$ cat src/rtl/sobel_pkg.sv
// Shared definitions for the Sobel front end: pixel width, default image size
// and the z1..z9 window index order used by the core and the software model.
package sobel_pkg;

    localparam int PIX_W     = 8;
    localparam int IMG_W_DEF = 64;
    localparam int IMG_H_DEF = 64;
    localparam int WIN_N     = 9;

    typedef logic [PIX_W-1:0] pix_t;

    // Row-major over the 3x3 neighbourhood: top row oldest line, left to right.
    typedef enum logic [3:0] {
        Z1 = 4'd0, Z2 = 4'd1, Z3 = 4'd2,
        Z4 = 4'd3, Z5 = 4'd4, Z6 = 4'd5,
        Z7 = 4'd6, Z8 = 4'd7, Z9 = 4'd8
    } win_idx_e;

endpackage

$ cat src/rtl/sobel_line_buffer.sv
// One image line of pixels; combinational read and registered write at the
// same address, so a read in the write cycle returns the old contents.
module sobel_line_buffer
    import sobel_pkg::*;
#(
    parameter int DEPTH  = IMG_W_DEF,
    parameter int ADDR_W = $clog2(DEPTH)
) (
    input  logic              clk,
    input  logic              we,
    input  logic [ADDR_W-1:0] addr,
    input  pix_t              wdata,
    output pix_t              rdata
);

    pix_t mem [DEPTH];

    assign rdata = mem[addr];

    always_ff @(posedge clk) begin
        if (we) mem[addr] <= wdata;
    end

endmodule

$ cat src/rtl/sobel_window_gen.sv
// Raster-to-window front end: two line buffers plus a 3x3 shift window,
// emitting one registered neighbourhood per interior pixel.
module sobel_window_gen
    import sobel_pkg::*;
#(
    parameter int IMG_W = IMG_W_DEF,
    parameter int IMG_H = IMG_H_DEF
) (
    input  logic             clk,
    input  logic             rst_n,
    input  logic             in_valid,
    input  logic [PIX_W-1:0] in_pixel,
    output logic             in_ready,
    output logic             out_valid,
    input  logic             out_ready,
    output logic [PIX_W-1:0] z1,
    output logic [PIX_W-1:0] z2,
    output logic [PIX_W-1:0] z3,
    output logic [PIX_W-1:0] z4,
    output logic [PIX_W-1:0] z5,
    output logic [PIX_W-1:0] z6,
    output logic [PIX_W-1:0] z7,
    output logic [PIX_W-1:0] z8,
    output logic [PIX_W-1:0] z9,
    output logic             frame_done
);

    localparam int COL_W = $clog2(IMG_W);
    localparam int ROW_W = $clog2(IMG_H);

    logic [COL_W-1:0] col;
    logic [ROW_W-1:0] row;
    logic             accept;
    logic             col_last;
    logic             row_last;
    logic             emit;
    pix_t             top_px;
    pix_t             mid_px;
    pix_t             top_sr [2];
    pix_t             mid_sr [2];
    pix_t             bot_sr [2];
    pix_t             z_win [WIN_N];
    logic             out_valid_q;
    logic             frame_done_q;

    assign in_ready = !out_valid_q || out_ready;
    assign accept   = in_valid && in_ready;
    assign col_last = (col == COL_W'(IMG_W - 1));
    assign row_last = (row == ROW_W'(IMG_H - 1));
    assign emit     = accept && (row >= ROW_W'(2)) && (col >= COL_W'(2));

    // lb0 holds the previous line; lb1 receives what lb0 held (line before).
    sobel_line_buffer #(.DEPTH(IMG_W), .ADDR_W(COL_W)) u_lb0 (
        .clk   (clk),
        .we    (accept),
        .addr  (col),
        .wdata (in_pixel),
        .rdata (mid_px)
    );

    sobel_line_buffer #(.DEPTH(IMG_W), .ADDR_W(COL_W)) u_lb1 (
        .clk   (clk),
        .we    (accept),
        .addr  (col),
        .wdata (mid_px),
        .rdata (top_px)
    );

    always_ff @(posedge clk or negedge rst_n) begin
        if (!rst_n) begin
            col <= '0;
            row <= '0;
        end else if (accept) begin
            if (col_last) begin
                col <= '0;
                row <= row_last ? '0 : row + 1'b1;
            end else begin
                col <= col + 1'b1;
            end
        end
    end

    // Two previous columns of the window; the current column comes straight
    // from the line-buffer reads and the incoming pixel.
    always_ff @(posedge clk) begin
        if (accept) begin
            top_sr[0] <= top_sr[1];
            top_sr[1] <= top_px;
            mid_sr[0] <= mid_sr[1];
            mid_sr[1] <= mid_px;
            bot_sr[0] <= bot_sr[1];
            bot_sr[1] <= in_pixel;
        end
    end

    always_ff @(posedge clk or negedge rst_n) begin
        if (!rst_n) begin
            for (int i = 0; i < WIN_N; i++) z_win[i] <= '0;
            out_valid_q  <= 1'b0;
            frame_done_q <= 1'b0;
        end else begin
            frame_done_q <= accept && col_last && row_last;
            if (emit) begin
                z_win[Z1]   <= top_sr[0];
                z_win[Z2]   <= top_sr[1];
                z_win[Z3]   <= top_px;
                z_win[Z4]   <= mid_sr[0];
                z_win[Z5]   <= mid_sr[1];
                z_win[Z6]   <= mid_px;
                z_win[Z7]   <= bot_sr[0];
                z_win[Z8]   <= bot_sr[1];
                z_win[Z9]   <= in_pixel;
                out_valid_q <= 1'b1;
            end else if (out_ready) begin
                out_valid_q <= 1'b0;
            end
        end
    end

    assign out_valid  = out_valid_q;
    assign frame_done = frame_done_q;
    assign z1 = z_win[Z1];
    assign z2 = z_win[Z2];
    assign z3 = z_win[Z3];
    assign z4 = z_win[Z4];
    assign z5 = z_win[Z5];
    assign z6 = z_win[Z6];
    assign z7 = z_win[Z7];
    assign z8 = z_win[Z8];
    assign z9 = z_win[Z9];

endmodule

$ cat config.mk
export PLATFORM = sky130hd
export DESIGN_NAME = sobel_window_gen
export DESIGN_NICKNAME = d
export VERILOG_FILES = /design/src/rtl/sobel_pkg.sv /design/src/rtl/sobel_line_buffer.sv /design/src/rtl/sobel_window_gen.sv
export SDC_FILE = /design/constraint.sdc
export NUM_CORES = 1
export LEC_CHECK = 0
export CAP_MARGIN = 20
export CORE_MARGIN = 3
export CORE_UTILIZATION = 55
export DETAILED_ROUTE_END_ITERATION = 8
export DONT_BUFFER_PORTS = 1
export PLACE_DENSITY = 0.77
export SYNTH_ARGS = -nofsm -noshare
export SYNTH_HDL_FRONTEND = slang
export SYNTH_HIERARCHICAL = 1
export SYNTH_SLANG_ARGS = --single-unit
$ cat constraint.sdc
create_clock -name clk -period 7 [get_ports clk]
set_input_delay 1.4 -clock clk [delete_from_list [all_inputs] [get_ports clk]]
set_output_delay 1.4 -clock clk [all_outputs]
set_load 0.03 [all_outputs]
# Yosys cells after proc, flatten, opt, wreduce, memory -nomap -nowiden
# Memories as Yosys holds them, arrays and structs flattened. A register that Yosys moved wholly into a read port is not among the register bits.
# Index checks and enable logic that the tools add are counted.
[word_totals]
ff_bits = 62
ramBits = 1072
mem_bits_ro = 0
in_bits = 12
n_memories = 5
latchBits = 0
[op_classes]
shift = 0
reduce_logical = 12
add_sub_neg = 2
bitwise = 0
div = 0
n_mul = 0
n_mux = 6
magnitude_cmp = 2
eq_ne = 2
[memory_table]
columns = ["memory", "words", "word_bits", "read_ports", "rd_ports_with_merged_regs", "wr", "line_no", "rtl"]
rows = [
  ["u_lb0.mem", 64, 8, 1, 0, 1, "sobel_line_buffer.sv:16", "pix_t mem [DEPTH];"],
  ["u_lb1.mem", 64, 8, 1, 0, 1, "sobel_line_buffer.sv:16", ""],
  ["bot_sr", 2, 8, 2, 1, 2, "sobel_window_gen.sv:41", "pix_t bot_sr [2];"],
  ["mid_sr", 2, 8, 2, 1, 2, "sobel_window_gen.sv:40", "pix_t mid_sr [2];"],
  ["top_sr", 2, 8, 2, 1, 2, "sobel_window_gen.sv:39", "pix_t top_sr [2];"],
]
[ops]
columns = ["op", "count"]
rows = [
  ["$add A6 B1 Y6 const B", 2],
  ["$eq A6 B6 Y1 const B", 2],
  ["$ge A6 B2 Y1 const B", 2],
  ["$mux W6", 2],
  ["$logic_and A1 B1 Y1", 5],
  ["$logic_not A1 Y1", 4],
  ["$mux W1", 4],
  ["$reduce_and A2 Y1", 1],
  ["$reduce_bool A2 Y1", 1],
  ["$logic_or A1 B1 Y1", 1],
]

# Logic depth before layout (Yosys ltp)
# Gate-level depths: netlist of run 1.
[logic_depth]
ltp_word = 6
ltp_mapped = 11
depth_no_buf = 6

# Hierarchy
# The synthesis of run 1 kept the hierarchy.
[by_module_without_submodules]
columns = ["module", "seq_area_each_um2", "cells_per_inst", "area_each_um2", "instances"]
rows = [
  ["sobel_line_buffer", 15374.7, 1163, 20289.5, 2],
  ["sobel_window_gen", 3593.4, 278, 5221.3, 1],
]

# Least setup slack after synthesis of run 1
# Ideal clock, no wire load.
[synth_timing]
path_kind = "input to register"
startpoint = "in out_ready"
endpoint = "mem u_lb0/mem[12][0] in the netlist's numbering, enable pin"
setup_slack_ns = 2.802
setup_time_ns = 0.372
required_ns = 6.628
path_buffers = 0
arrival_time_ns = 3.825
path_stages = 5
path_cell_list = "nand2b_4 > nand2_1 > inv_1 > nand3_1 > nor2_1"
[synth_via]
elab_chain_len = 4
[synth_rtl]
columns = ["item", "line_no", "rtl"]
rows = [
  ["start, declared", "sobel_window_gen.sv:15", "input logic out_ready,"],
  ["$logic_or A1 B1 Y1", "sobel_window_gen.sv:46", "assign in_ready = !out_valid_q || out_ready;"],
  ["$logic_and A1 B1 Y1", "sobel_window_gen.sv:47", "assign accept = in_valid && in_ready;"],
  ["via accept", "sobel_window_gen.sv:33", "logic accept;"],
  ["$mux W1", "sobel_line_buffer.sv:21", "if (we) mem[addr] <= wdata;"],
  ["$mux W1 (not written as such)", "sobel_line_buffer.sv:21", ""],
  ["end, declared", "sobel_line_buffer.sv:16", ""],
]
# The timed path passes the listed nets, and every way through them passes these cells.

# Worst setup path in the final report of run 1
[layout_timing]
startpoint = "reg col[0]"
endpoint = "mem u_lb1/mem[63][5] in the netlist's numbering (data pin)"
[layout_via]
elab_chain_len = 1
[layout_rtl]
columns = ["item", "line_no", "rtl"]
rows = [
  ["start, declared", "sobel_window_gen.sv:31", "logic [COL_W-1:0] col;"],
  ["start signal, assigned", "sobel_window_gen.sv:78", "col <= col + 1'b1;"],
  ["$mem_v2 Z64 W8", "-", ""],
  ["via mid_px[5]", "sobel_window_gen.sv:38", "pix_t mid_px;"],
  ["end, declared", "sobel_line_buffer.sv:16", ""],
]
# The timed path passes the listed nets, and every way through them passes these cells.

==> results.sh, run 1 <==
export IMPL_worst_setup_slack_after_placement_ns=2.646
export IMPL_drv_slew=0
export IMPL_numClockSinks=1158
export IMPL_grt_overflow_total=0
export IMPL_synthesized_flop_and_latch_total=1158
export IMPL_max_slew_worst_pin_slew_ns=1.294
export IMPL_num_io_pins=87
export IMPL_yosys_area_top_type="edfxtp_1"
export IMPL_cts_clk_slew_worst_paths_ns=0.07
export IMPL_syn_instance_count=2604
export IMPL_area_sequential_mm2=0.03435
export IMPL_run_status="finished, final reports clean"
export IMPL_num_antenna_cells=0
export IMPL_core_area_mm2=0.08224
export IMPL_max_stage_delay_ns=0.99
export IMPL_ctsResizeCount=0
export IMPL_antenna_found_initial=3
export IMPL_multi_input_area_mm2=0.01049
export IMPL_hpwl_detailed_um=64820
export IMPL_p_leak_nw=16.38
export IMPL_nFillCells=5558
export IMPL_synth_top_cells_by_count="1072 x edfxtp_1, 168 x nor2_1, 126 x mux2i_1"
export IMPL_area_of_the_die_mm2=0.08677
export IMPL_pwr_total_mw=21.53
export IMPL_worst_hold_slack_ns=0.4218
export IMPL_post_route_worst_setup_slack_ns=2.591
export IMPL_1st_pass_router_iterations=6
export IMPL_crit_arrival_ns=4.74
export IMPL_synth_main_ff_cell="edfxtp_1"
export IMPL_pin_count_of_the_biggest_net_entering_global_routing=138
export IMPL_post_cts_hold_buffer_count=0
export IMPL_track_usage_pct=25.52
export IMPL_synth_area_leaders="edfxtp_1 70%, dfrtp_1 4.7%, mux4_2 4.0%"
export IMPL_synthToLayoutAreaGrowth_pct=9.228
export IMPL_async_reset_ff_share_pct=7.427
export IMPL_synth_top_area_share_pct=70.29
export IMPL_reg2reg_slack_ns=2.59
export IMPL_ctsRootBufferMaster="clkbuf_16"
export IMPL_hold_class="input port to asynchronous set/reset pin"
export IMPL_start_util_pct=55.69
export IMPL_post_synth_top_count_cell="edfxtp_1"
export IMPL_r2r_start="col[0]$_DFFE_PN0P_"
export IMPL_stdcell_area_mm2=0.05003
export IMPL_report_final_hold_viol_count=0
export IMPL_period_needed_ns=4.409
export IMPL_crit_path_kind="flop to flop"
export IMPL_max_slew_margin_rel_pct=13.41
export IMPL_worstPathRequired_ns=7.34
export IMPL_postCtsSetupRepairBufs=0
export IMPL_cts_tree="built"
export IMPL_cts_buffer_depth=3
export IMPL_rsz0062_at_grt="no"
export IMPL_synth_edf_count=1072
export IMPL_cts_htree_levels=3
export IMPL_mappedNetlistArea_mm2=0.04580
export IMPL_tritoncts_num_buffers=105
export IMPL_cp_cell_sequence="buf_12 > mux4_2 > mux2i_1 > o22ai_1 > or4b_2 > buf_4"
export IMPL_drt_total_wl_um=111500
export IMPL_die_w_um=294.6
export IMPL_io_buffer_count=0
export IMPL_final_setup_skew_ns=0.02813
export IMPL_fraction_of_layout_cells_with_a_size_suffix_above_1_pct=14.13
export IMPL_final_setup_viol_count=0
export IMPL_seq_area_frac_synth_pct=74.98
export IMPL_yosysWarningCount=6
export IMPL_drv_max_cap_violation_count=0
export IMPL_postSynthAreaPerCell_um2=17.59
export IMPL_synth_fp_nets=2620
export IMPL_critical_path_slowest_cell="or4b_2"
export IMPL_drc_errors=0
export IMPL_avgViaCountPerCell=6.879
export IMPL_min_period_over_period_pct=62.98
export IMPL_crit_fanout=137
export IMPL_first_global_vias=25035
export IMPL_wl_per_cell_um=29.89
export IMPL_chipHeight_um=294.6
export IMPL_regToRegEndpoint="u_lb1/mem[63][5]$_DFFE_PP_"
export IMPL_clk_insertion_delay_late_ns=0.67
export IMPL_fin_tns_setup_ns=0
export IMPL_worst_r2r_path_depth=6
export IMPL_achievable_frequency_mhz=226.8
export IMPL_yosysUniqueCellTypes=66
export IMPL_core_rowCount=105
export IMPL_setup_worst_path_start_class="flop"
export IMPL_grt_pass1_wl_um=164500
export IMPL_first_iter_violations=4040
export IMPL_power_ir_vdd_worst_mv=0.4802
export IMPL_placedInstanceArea_mm2=0.04655
export IMPL_number_of_vias_after_detailed_routing=25666
export IMPL_ant_nets=0
export IMPL_final_nets=2592
export IMPL_critical_path_endpoint_type="flop"
export IMPL_finalWeightedCongestion=0.8963
export IMPL_power_density_cell_area_mw_per_mm2=430.3
critical path, delay by kind of cell, from the launching register on:
kind                   cells  cell delay, ns
muxes                      2            0.95
and+or+nand+nor            1            0.99
buffers and inverters      2            1.01
DFF                        1            0.75
AOI/OAI and AO/OA          1            0.24
cells in the final DEF (no fill, tap or decap), types with 48 or more instances in the layout:
cell	count
edfxtp_1	1072
nor2_1	166
mux2i_1	126
clkbuf_16	110
nand2_1	103
dfrtp_1	83
mux4_2	82
a22oi_1	81
mux2_4	70
a21oi_1	58
nand2b_1	48
worst max path at each step:
stage                                  to               start  cells after the start  slack (ns)
4_1_cts        u_lb1/mem[23][5]$_DFFE_PP_  col[0]$_DFFE_PN0P_                      6        2.65
3_3_place_gp   u_lb1/mem[40][0]$_DFFE_PP_           out_ready                      6        2.75
5_1_grt        u_lb1/mem[44][5]$_DFFE_PP_  col[0]$_DFFE_PN0P_                      6        2.48
2_1_floorplan  u_lb0/mem[12][0]$_DFFE_PP_           out_ready                      5        2.80
6_report       u_lb1/mem[63][5]$_DFFE_PP_  col[0]$_DFFE_PN0P_                      6        2.59
3_5_place_dp    u_lb1/mem[6][5]$_DFFE_PP_  col[0]$_DFFE_PN0P_                      6        2.65
report_power, final:
| group | leakage [nW] | internal, mW | switching [mW] |
|---|---|---|---|
| Combinational | 3.83 | 1.76 | 4.32 |
| Clock | 1.68 | 3.35 | 2.41 |
| Sequential | 10.9 | 9.25 | 0.425 |
| Total | 16.4 | 14.4 | 7.16 |
sequential cells by signal (all words and copies together), names as in the netlist, 16 cells and up:
register and count:
bot_sr 16, top_sr 16, u_lb0/mem 512, u_lb1/mem 512
mid_sr 16
per-layer routing:
layer  wire length (um)  vias to the layer above  global-route usage [%]
li1                   -                    10413                       -
met1              40800                    12936                   35.49
met2              51540                     1987                   39.38
met3              14960                      326                   6.578
met4               4192                        4                   9.494
met5                 27                        -                       0
through the flow:
step	cells	util, %
3_3_place_gp	3537	56.59
2_1_floorplan	2604	-
6_report	3731	60.83
5_1_grt	3731	60.83
4_1_cts	3730	60.82
3_5_place_dp	3538	56.60
logic make-up (layout without fill, tap and decap cells):
family	count (synthesis)	count (layout)	share of synthesized area [%]
DFF	1158	1158	74.98
and+or+nand+nor	494	494	5.529
AOI/OAI and AO/OA	459	459	7.420
muxes	304	304	9.720
buffers and inverters	181	238	2.161
adders and majority gates	4	4	0.1093
xor gates and xnor gates	4	4	0.07651
final cells by class:
cell class / instances / share of cell area [%]
Clock buffer: 143 / 5.830
Clock inverter: 49 / 1.095
Inverter: 10 / 0.07503
Multi-Input combinational cell: 1265 / 20.97
Sequential cell: 1158 / 68.67
Tap cell: 1070 / 2.676
Timing Repair Buffer: 36 / 0.6803
Power figures use the tool's default switching activity.
==> inputs of run 2 (changes only) <==
==> constraint.sdc (replaced) <==
create_clock -name clk -period 4.4 [get_ports clk]
set_input_delay 0.88 -clock clk [delete_from_list [all_inputs] [get_ports clk]]
set_output_delay 0.88 -clock clk [all_outputs]
set_load 0.03 [all_outputs]
==> run 2 against run 1 <==
Compared with the run above:
- clock skew fell by 0.0032 ns
- cell area up 2.3%
- non-clock buffer count increased by 120
- largest power group unchanged
- highest routed layer unchanged
==> results.sh, run 2 (synthesis results as in run 1) <==
export IMPL_run_status="finished, final reports clean"
export IMPL_worst_setup_slack_after_placement_ns=0.4334
export IMPL_regToRegEndpoint="z6[3]$_DFFE_PN0P_"
export IMPL_area_of_the_die_mm2=0.08677
export IMPL_p_leak_nw=17.10
export IMPL_worst_hold_slack_ns=0.1055
export IMPL_drv_max_cap_violation_count=0
export IMPL_clk_insertion_delay_late_ns=0.67
export IMPL_post_cts_hold_buffer_count=1
export IMPL_pin_count_of_the_biggest_net_entering_global_routing=89
export IMPL_postCtsSetupRepairBufs=0
export IMPL_achievable_frequency_mhz=237.4
export IMPL_cts_clk_slew_worst_paths_ns=0.07
export IMPL_start_util_pct=55.69
export IMPL_antenna_found_initial=3
export IMPL_drv_slew=0
export IMPL_rsz0062_at_grt="no"
export IMPL_track_usage_pct=25.31
export IMPL_drc_errors=0
export IMPL_numClockSinks=1158
export IMPL_first_iter_violations=3778
export IMPL_final_setup_viol_count=0
export IMPL_setup_worst_path_start_class="flop"
export IMPL_finalWeightedCongestion=0.9532
export IMPL_critical_path_endpoint_type="flop"
export IMPL_fin_tns_setup_ns=0
export IMPL_wl_per_cell_um=28.60
export IMPL_biggestRegsByFlops="u_lb0/mem (512), u_lb1/mem (512)"
export IMPL_reg2reg_slack_ns=0.19
export IMPL_stdcell_area_mm2=0.05115
export IMPL_area_sequential_mm2=0.03435
export IMPL_layout_cells_most_common_list="1072 x edfxtp_1, 166 x nor2_1, 144 x buf_4"
export IMPL_power_ir_vdd_worst_mv=0.8561
export IMPL_period_needed_ns=4.212
export IMPL_synthToLayoutAreaGrowth_pct=11.69
export IMPL_ctsResizeCount=0
export IMPL_cts_htree_levels=3
export IMPL_num_io_pins=87
export IMPL_fraction_of_layout_cells_with_a_size_suffix_above_1_pct=18.45
export IMPL_min_period_over_period_pct=95.72
export IMPL_core_rowCount=105
export IMPL_final_nets=2712
export IMPL_number_of_vias_after_detailed_routing=25752
export IMPL_avgViaCountPerCell=6.678
export IMPL_max_slew_margin_rel_pct=25.48
export IMPL_max_slew_worst_pin_slew_ns=1.114
export IMPL_r2r_start="col[1]$_DFFE_PN0P_"
export IMPL_crit_arrival_ns=4.82
export IMPL_grt_pass1_wl_um=164000
export IMPL_hpwl_detailed_um=67570
export IMPL_tritoncts_num_buffers=105
export IMPL_nFillCells=5445
export IMPL_drt_total_wl_um=110300
export IMPL_num_antenna_cells=0
export IMPL_multi_input_area_mm2=0.01048
export IMPL_cts_tree="built"
export IMPL_io_buffer_count=0
export IMPL_placedInstanceArea_mm2=0.04751
export IMPL_final_setup_skew_ns=0.02494
export IMPL_power_density_cell_area_mw_per_mm2=675.8
export IMPL_grt_overflow_total=0
export IMPL_chipHeight_um=294.6
export IMPL_cts_buffer_depth=3
export IMPL_crit_path_kind="flop to flop"
export IMPL_worstPathRequired_ns=5.00
export IMPL_ant_nets=0
export IMPL_hold_class="input port to asynchronous set/reset pin"
export IMPL_post_route_worst_setup_slack_ns=0.1885
export IMPL_die_w_um=294.6
export IMPL_report_final_hold_viol_count=0
export IMPL_worst_r2r_path_depth=7
export IMPL_first_global_vias=25630
export IMPL_crit_fanout=66
export IMPL_core_area_mm2=0.08224
export IMPL_final_common_cell="edfxtp_1"
export IMPL_ctsRootBufferMaster="clkbuf_16"
export IMPL_1st_pass_router_iterations=6
run 2: worst max-delay path, cell delays in order, from the launching register on:
cell      delay (ns)
dfrtp_4         0.71
nor2b_1         0.91
a22oi_1         0.21
and3_1          0.23
o311ai_0        0.87
or4_2           0.30
buf_4           0.59
mux2_4          0.27
run 2: power breakdown:
part / switching (mW) / total (mW) / internal [mW]
Clock: 3.94 / 9.43 / 5.49
Sequential: 0.707 / 15.4 / 14.7
Combinational: 6.67 / 9.76 / 3.09
Total: 11.3 / 34.6 / 23.3
run 2: area by class of cell:
| class | count | area share [%] |
|---|---|---|
| clock buffer | 136 | 5.667 |
| timing repair buffer | 156 | 2.598 |
| tap | 1070 | 2.617 |
| clock inverter | 61 | 1.399 |
| sequential | 1158 | 67.16 |
| multi-input combinational | 1265 | 20.49 |
| inverter | 10 | 0.07338 |
run 2: worst max-delay path by stage:
stage / startpoint / to / slack [ns] / cells past startpoint
final: col[1]$_DFFE_PN0P_ / z6[3]$_DFFE_PN0P_ / 0.19 / 7
after global routing: col[1]$_DFFE_PN0P_ / z6[3]$_DFFE_PN0P_ / 0.11 / 7
after CTS: col[1]$_DFFE_PN0P_ / z6[3]$_DFFE_PN0P_ / 0.44 / 7
after detailed placement: col[1]$_DFFE_PN0P_ / z6[3]$_DFFE_PN0P_ / 0.43 / 7
after global placement: col[2]$_DFFE_PN0P_ / z6[7]$_DFFE_PN0P_ / 0.48 / 8
after floorplan: col[1]$_DFFE_PN0P_ / z6[2]$_DFFE_PN0P_ / 0.60 / 10
run 2: stage by stage:
| step | std cells | utilization, % | total power, mW |
|---|---|---|---|
| 2_1_floorplan | 2604 | - | 21.48 |
| 5_1_grt | 3856 | 62.20 | 35.68 |
| 6_report | 3856 | 62.20 | 34.57 |
| 3_5_place_dp | 3658 | 57.77 | 25.15 |
| 3_3_place_gp | 3658 | 57.77 | 24.80 |
| 4_1_cts | 3856 | 62.20 | 34.48 |
run 2: layer usage:
layer	vias up	global-route usage, %	routed length, um	share of wire (%)
li1	10648	-	-	-
met1	12932	35.59	41410	38
met2	1888	39.19	51250	46
met3	282	6.119	13880	13
met4	2	8.934	3705	3.4
met5	-	0	13	0.012
